**config.mk**
```make
export PLATFORM = sky130hd
export DESIGN_NAME = key_gesture_queue
export DESIGN_NICKNAME = d
export VERILOG_FILES = /design/src/rtl/key_gesture_queue.sv
export SDC_FILE = /design/constraint.sdc
export NUM_CORES = 1
export LEC_CHECK = 0
export ABC_CLOCK_PERIOD_IN_PS = 3900
export CAP_MARGIN = 20
export CORE_MARGIN = 8
export CORE_UTILIZATION = 55
export CTS_CLUSTER_DIAMETER = 40
export DETAILED_ROUTE_END_ITERATION = 16
export PLACE_DENSITY = 0.74
export SLEW_MARGIN = 20
export SYNTH_ARGS = -nofsm -noshare
export SYNTH_HDL_FRONTEND = slang
export SYNTH_SLANG_ARGS = --single-unit
```
**constraint.sdc**
```tcl
create_clock -name clk -period 3.9 [get_ports clk]
set_input_delay 0.39 -clock clk [delete_from_list [all_inputs] [get_ports clk]]
set_output_delay 0.39 -clock clk [all_outputs]
set_load 0.02 [all_outputs]
```
**src/rtl/key_gesture_queue.sv**
```systemverilog
// Key gesture classifier (single / double / long) feeding a 4-entry event FIFO.
// A click opens a NUM_DC+1 cycle window; a second click inside it makes a double.
module key_gesture_queue #(
    parameter int NUM_DC = 24999999
) (
    input  logic       clk,
    input  logic       rstn,
    input  logic       click_in,
    input  logic       lpress_in,
    input  logic       evt_ready,
    output logic       evt_valid,
    output logic [1:0] evt_code,
    output logic [2:0] evt_level,
    output logic       overflow
);

    localparam int CNT_W = ($clog2(NUM_DC + 1) > 25) ? $clog2(NUM_DC + 1) : 25;

    typedef enum logic {
        S_IDLE  = 1'b0,
        S_WAIT2 = 1'b1
    } state_t;

    typedef enum logic [1:0] {
        EVT_NONE   = 2'b00,
        EVT_SINGLE = 2'b01,
        EVT_DOUBLE = 2'b10,
        EVT_LONG   = 2'b11
    } evt_t;

    state_t             r_state;
    logic [CNT_W-1:0]   r_cnt;
    logic [1:0]         r_mem [4];
    logic [1:0]         r_wr_ptr;
    logic [1:0]         r_rd_ptr;
    logic [2:0]         r_level;
    logic               r_overflow;

    state_t             w_state_nxt;
    logic [CNT_W-1:0]   w_cnt_nxt;
    logic               w_push;
    evt_t               w_push_code;
    logic               w_pop;
    logic               w_full;
    logic               w_wr_en;
    logic               w_drop;

    // NOTE: every output of this block is defaulted first so no path leaves one unassigned (no latch).
    always_comb begin
        w_state_nxt = r_state;
        w_cnt_nxt   = r_cnt;
        w_push      = 1'b0;
        w_push_code = EVT_NONE;
        case (r_state)
            S_IDLE: begin
                if (lpress_in) begin
                    w_push      = 1'b1;
                    w_push_code = EVT_LONG;
                end else if (click_in) begin
                    w_state_nxt = S_WAIT2;
                    w_cnt_nxt   = '0;
                end
            end
            S_WAIT2: begin
                // Priority: long press, then second click, then window timeout.
                if (lpress_in) begin
                    w_push      = 1'b1;
                    w_push_code = EVT_LONG;
                    w_state_nxt = S_IDLE;
                    w_cnt_nxt   = '0;
                end else if (click_in) begin
                    w_push      = 1'b1;
                    w_push_code = EVT_DOUBLE;
                    w_state_nxt = S_IDLE;
                    w_cnt_nxt   = '0;
                end else if (r_cnt == CNT_W'(NUM_DC)) begin
                    w_push      = 1'b1;
                    w_push_code = EVT_SINGLE;
                    w_state_nxt = S_IDLE;
                    w_cnt_nxt   = '0;
                end else begin
                    w_cnt_nxt   = r_cnt + CNT_W'(1);
                end
            end
            default: begin
                w_state_nxt = S_IDLE;
                w_cnt_nxt   = '0;
            end
        endcase
    end

    // NOTE: state registers use non-blocking assignments so all flops update together at the edge.
    always_ff @(posedge clk or negedge rstn) begin
        if (!rstn) begin
            r_state <= S_IDLE;
            r_cnt   <= '0;
        end else begin
            r_state <= w_state_nxt;
            r_cnt   <= w_cnt_nxt;
        end
    end

    assign w_pop   = evt_valid && evt_ready;
    assign w_full  = (r_level == 3'd4);
    // When full, a simultaneous pop frees the head slot, which is where wr_ptr points.
    assign w_wr_en = w_push && (!w_full || w_pop);
    assign w_drop  = w_push && w_full && !w_pop;

    always_ff @(posedge clk or negedge rstn) begin
        if (!rstn) begin
            r_wr_ptr   <= 2'd0;
            r_rd_ptr   <= 2'd0;
            r_level    <= 3'd0;
            r_overflow <= 1'b0;
        end else begin
            if (w_wr_en) begin
                r_wr_ptr <= r_wr_ptr + 2'd1;
            end
            if (w_pop) begin
                r_rd_ptr <= r_rd_ptr + 2'd1;
            end
            case ({w_wr_en, w_pop})
                2'b10:   r_level <= r_level + 3'd1;
                2'b01:   r_level <= r_level - 3'd1;
                default: r_level <= r_level;
            endcase
            if (w_drop) begin
                r_overflow <= 1'b1;
            end
        end
    end

    // NOTE: storage is not reset; its contents are never visible while the level is zero.
    always_ff @(posedge clk) begin
        if (w_wr_en) begin
            r_mem[r_wr_ptr] <= w_push_code;
        end
    end

    assign evt_valid = (r_level != 3'd0);
    assign evt_code  = evt_valid ? r_mem[r_rd_ptr] : 2'b00;
    assign evt_level = r_level;
    assign overflow  = r_overflow;

endmodule

```
# Word level (Yosys, flattened, before mapping)
# Memory sizes are Yosys's and may differ from the RTL's.
# Index checks and enable logic that the tools add are counted.
[totals] memories=1 regBits=34 ramBits=8 inputBits=5
[classes] eq_ne=6 n_reduce_logical=10 bitwise_logic=1 muxes=26 addsub=5
[memory_table] name="r_mem" depth=4 word_bits=2 rd=1 rd_clocked_by_memory_dff=0 wr=1 line="33" source="logic [1:0] r_mem [4];"
[ops] cell="25-bit two-way mux" n=5
[ops] cell="25-bit case mux with 2 select lines" n=1
[ops] cell="25-bit by 1-bit adder with 25-bit output (second input constant)" n=1
[ops] cell="25-bit == test (second input constant)" n=1
[ops] cell="1-bit two-way mux" n=12
[ops] cell="2-bit two-way mux" n=4
[ops] cell="3-bit case mux with 2 select lines" n=1
[ops] cell="2-bit by 1-bit adder with 2-bit output (second input constant)" n=2
[ops] cell="1-bit logical AND" n=4
[ops] cell="2-bit != test (second input constant)" n=2
[ops] cell="1-bit case mux with 2 select lines" n=2
[ops] cell="2-bit case mux with 2 select lines" n=1
[ops] cell="3-bit by 1-bit adder with 3-bit output (second input constant)" n=1
[ops] cell="3-bit == test (second input constant)" n=1
[ops] cell="3-bit nonzero test" n=1
[ops] cell="3-bit by 1-bit subtractor with 3-bit output (second input constant)" n=1
[ops] cell="2-bit by 1-bit == test with 1-bit output (second input constant)" n=1
[ops] cell="2-bit == test (second input constant)" n=1
[ops] cell="1-bit logical NOT" n=2
[ops] cell="2-bit AND reduction" n=1
[ops] cell="2-bit nonzero test" n=1
[ops] cell="1-bit logical OR" n=1
[ops] cell="1-bit NOT" n=1

# Logic depth before layout (Yosys ltp)
[depth] word_depth=8 ltp_mapped=10

# Worst setup path before layout
# Ideal clock, no wire load.
[synth_path] path_kind="reg-to-reg" startpoint="reg r_cnt[0]" endpoint="reg r_level[2] (netlist: evt_level[2])" required_ps=3770 setup_time_ps=130 n_path_buf=0 stages_incl_launch_ff=9 arrival_ps=2122 slack_ps=1648 cell_sequence="dfrtp_1 -> ha_1 -> nand4_1 -> o31ai_4 -> a21oi_2 -> nand2_1 -> fa_1 -> o32a_1 -> xnor2_1"
[synth_between] elab_chain_cells=8
[synth_lines] element="from (decl)" line="32" source="logic [CNT_W-1:0] r_cnt;"
[synth_lines] element="from (signal assigned)" line="99" source="r_cnt <= w_cnt_nxt;"
[synth_lines] element="25-bit == test *" line="76" source="end else if (r_cnt == CNT_W'(NUM_DC)) begin"
[synth_lines] element="1-bit two-way mux *" line="76"
[synth_lines] element="1-bit two-way mux *" line="71" source="end else if (click_in) begin"
[synth_lines] element="1-bit two-way mux *" line="66" source="if (lpress_in) begin"
[synth_lines] element="1-bit case mux with 2 select lines *" line="54" source="case (r_state)"
[synth_lines] element="1-bit logical AND *" line="106" source="assign w_wr_en = w_push && (!w_full || w_pop);"
[synth_lines] element="2-bit by 1-bit == test with 1-bit output / 2-bit == test (equally long branches)" line="122" source="case ({w_wr_en, w_pop})"
[synth_lines] element="3-bit case mux with 2 select lines / 2-bit nonzero test (equally long branches)"
[synth_lines] element="to (signal assigned)" line="123" source="2'b10: r_level <= r_level + 3'd1;"
[synth_lines] element="to (signal assigned)" line="124" source="2'b01: r_level <= r_level - 3'd1;"
[synth_lines] element="to (signal assigned)" line="125" source="default: r_level <= r_level;"
[synth_lines] element="to (decl)" line="36" source="logic [2:0] r_level;"
# Every way passes the cells marked *; elsewhere a longest branch is shown, timed or not.
# A chain may end at the register's enable or synchronous reset.

# Worst setup path after layout
# Same ends and word-level chain as after synthesis.

==> impl_summary.md <==
Worst setup path
Along the worst path, the maximum fanout reaches 6. The worst setup path is captured at a flop. The highest cell delay on the worst timing path is 0.42 ns. The number of cells on the worst reg-to-reg path is 8. Traced cell by cell, the critical path runs through ha_1 -> nand4_1 -> o31ai_4 -> a21oi_2 -> nand2_1 -> fa_1 -> o32a_1 -> xnor2_1. STA classifies the critical path startpoint as a flop. In this run the critical register-to-register path is captured at evt_level[2]. By startpoint and endpoint, the worst setup path is classified as flop to flop.

The launch instance of the worst register-to-register path is r_cnt[0]. The most critical setup path has its endpoint at evt_level[2]. The worst setup path startpoint is r_cnt[0].

Data arrives at the worst endpoint at 2.60 ns. The cell type of the slowest stage on the worst timing path is sky130_fd_sc_hd__dfrtp_1. At the worst endpoint, the required time is 4.08 ns.

The register-to-register setup slack is 1.49 ns.

Finish
The post-route netlist has 10.9% of its cells at a drive strength greater than 1. The multi-input combinational cells in the finished layout cover a total of 1180 sq um. The finished layout holds 299 standard cells, fillers aside. The number of nets in the layout is 257. The diode insertion count for antenna repair is 0. The final core utilization is 61.8%.

Registers take 1090 sq um. From synthesis to final layout, the design area changed by 11.0%. Counting the fill cells in the layout gives 353.

Clock network
The number of resized instances in the post-cts repair step is 0. Clock latency on the worst-skew pair, taken at its later pin, is 0.29 ns. The clock transition at the registers of the reported paths is 0.08 ns.

The H-tree was split into 2 levels. TritonCTS built the clock tree. The clock root buffer is sky130_fd_sc_hd__clkbuf_8. Clock tree synthesis found a total of 42 sinks.

The number of setup buffers added after CTS is 0. Buffers inserted during clock tree synthesis total 5. Hold repair after CTS inserted 0 buffers. The number of buffers on the longest clock path is 2.

Pwr
VDD sags by at most 0.000300 V. The static leakage is 0.00103 uW. For this design the ratio of total power to cell area is 495 nW/um^2.

Synthesis
The post-synthesis cell type count is 52. The dominant register cell in the synthesized netlist is sky130_fd_sc_hd__dfrtp_1. During synthesis, Yosys emitted a total of 0 warnings. Of the synthesized area, sequential elements account for 46.3%. The area share of the largest cell type after synthesis is 36.1%. The combined area of all synthesized cells is 2360 sq um.

The biggest area contributor in the post-synthesis netlist is sky130_fd_sc_hd__dfrtp_1. The library cell with the highest instance count after synthesis is sky130_fd_sc_hd__dfrtp_1. By count the netlist is led by sky130_fd_sc_hd__dfrtp_1, sky130_fd_sc_hd__o21ai_0, sky130_fd_sc_hd__nand2_1. Synthesis handed over a netlist of 233 instances. Synthesis produced a netlist with a net count of 244. The flip-flop and latch count after synthesis is 42. The proportion of register bits with asynchronous set or reset after synthesis is 81.0%. A synthesized cell averages 10.1 sq um.

By area the synthesized netlist is led by sky130_fd_sc_hd__dfrtp_1, sky130_fd_sc_hd__edfxtp_1, sky130_fd_sc_hd__o21ai_0, sky130_fd_sc_hd__nand2_1, sky130_fd_sc_hd__nand3_1. The synthesized design contains 8 enable-type register cells.

GRT
Entering global routing, the biggest net connects 35 pins. Summed over all layers, the global routing overflow is 0. The initial antenna violation count is 0. The first global-routing pass estimated 8130 um of wire. The total global routing track utilization is 15.8%. The number of global-route vias before repair was 1,673.

Routing
The remaining antenna violation count is 0. The pre-antenna-repair detailed-routing pass consisted of 4 iterations. The per-cell routed wire length is 16.1 um. The met2 wirelength from detailed routing is 2120 um.

The via density per instance is 6.02. The count of vias placed by the detailed router is 1,801. In the detailed route, the total length drawn on met3 is 259 um. The wire length the detailed router placed on met1 is 2400 um.

The residual DRC count is 0. The iteration-0 DRC count of the detailed router is 132. The highest signal layer in the routed design is met4. The total wire length is 4820 um.

STA
Across all hold checks on the routed design, the worst slack comes to 0.488 ns. The final number of max-transition violations is 0. The final total negative setup slack is 0 ns.

The worst max-slew margin expressed relative to the limit is 56.8%. The final hold violation count is 0. The number of setup violations in the final report is 0. The maximum clock rate is 414 MHz. For the pin with the worst max-slew slack, the measured transition is 0.644 ns.

The post-layout minimum cycle time is 2.41 ns. Setup repair after global routing left no endpoint under its margin. Of the available clock period, the critical path in the final layout requires 61.9%. For the final database, setup skew stands at 0.00581 ns.

Floorplan
The width of the chip is 81.5 um. The floorplan die area is 6640 sq um. The core region is 4230 sq um. The die is 81.5 um tall. For this configuration, the core starts out at a cell density of 55.7%. In this run the core area contains 24 standard-cell rows.

The number of top-level design ports is 12.

Outcome
The run finished with clean final reports.

Placed design
The number of placed instances, taps included, is 291. The final weighted congestion in routability-driven placement is 0.840. The count of input and output buffers is 11.

The placed wire-length estimate is 3270 um.

Run
The count of max-cap constraint violations is 0.

Min path
The worst hold path belongs to the class flop to flop.
==> layout by cell type (no fill, tap or decap), types with 3 or more instances in the layout <==
cell type and instances:
sky130_fd_sc_hd__nand3_1 13, sky130_fd_sc_hd__and2_1 8, sky130_fd_sc_hd__dfrtp_1 34, sky130_fd_sc_hd__a31oi_1 9, sky130_fd_sc_hd__xnor2_1 5, sky130_fd_sc_hd__nand4_1 4, sky130_fd_sc_hd__inv_1 7, sky130_fd_sc_hd__and4_1 4
sky130_fd_sc_hd__nor2b_1 4, sky130_fd_sc_hd__nor2_1 7, sky130_fd_sc_hd__nor3_1 3, sky130_fd_sc_hd__a21oi_1 8, sky130_fd_sc_hd__ha_1 5, sky130_fd_sc_hd__and3_1 5, sky130_fd_sc_hd__o31ai_1 7, sky130_fd_sc_hd__clkbuf_8 6
sky130_fd_sc_hd__edfxtp_1 8, sky130_fd_sc_hd__clkdlybuf4s50_1 11, sky130_fd_sc_hd__nand2_1 24, sky130_fd_sc_hd__o21ai_0 33, sky130_fd_sc_hd__buf_4 4
==> report_power, final <==
part	internal (uW)	switching [uW]
logic	187	189
clock network	209	150
registers	513	48.4
total	909	387
==> worst max-delay path, delay by kind of cell (launching register included) <==
kind | cells | cell delay, ns
flops | 1 | 0.42
compound gates | 3 | 0.75
fa+ha+maj | 2 | 0.64
xor+xnor | 1 | 0.12
simple gates | 2 | 0.39
==> state kept, by name, indices dropped and copies added, names as in the netlist <==
| register | cells |
|---|---|
| r_cnt | 25 |
| r_rd_ptr | 2 |
| r_wr_ptr | 2 |
| r_state | 1 |
| evt_level | 3 |
| overflow | 1 |
| r_mem | 8 |
==> cell type report <==
| class | count | area share (%) |
|---|---|---|
| clock buffers | 7 | 3.30 |
| clock inverters | 1 | 1.15 |
| inverters | 7 | 1.00 |
| multi-input cells | 175 | 45.0 |
| flip-flops and latches | 42 | 41.7 |
| well taps | 52 | 2.49 |
| repair buffers | 15 | 5.35 |
==> cells by family (layout without fill, tap and decap cells) <==
group | Yosys count | count (layout) | synth area share, %
buffers and inverters | 16 | 30 | 3.77
and+or+nand+nor | 89 | 89 | 22.5
adders and majority gates | 6 | 6 | 3.50
AOI/OAI and AO/OA | 71 | 71 | 19.4
DFF | 42 | 42 | 46.3
muxes | 4 | 4 | 2.76
xor gates and xnor gates | 5 | 5 | 1.86
==> worst min-delay path by stage <==
stage	slack, ns	depth (start not counted)	end	from
floorplan	0.09	0	evt_level[0]	rstn
global route	0.53	1	overflow	overflow
finish	0.49	1	r_cnt[21]	r_cnt[21]
CTS	0.49	1	r_cnt[21]	r_cnt[21]
detailed placement	0.48	1	r_cnt[21]	r_cnt[21]
global placement	0.47	1	r_cnt[21]	r_cnt[21]
==> through the flow <==
stage	worst slack [ns]	total power, uW	cell area (sq um)
after global placement	1.38	942	2500
after detailed placement	1.31	949	2500
final	1.49	1300	2620
after floorplan	1.65	806	2360
after CTS	1.49	1310	2620
after global routing	1.28	1370	2620
==> metal layers <==
layer | vias up | GRT usage (%)
met3 | 2 | 4.16
met2 | 45 | 22.5
met1 | 857 | 22.6
met4 | 0 | 5.36
li1 | 897 | -
met5 | - | 0
Power figures use the tool's default switching activity.
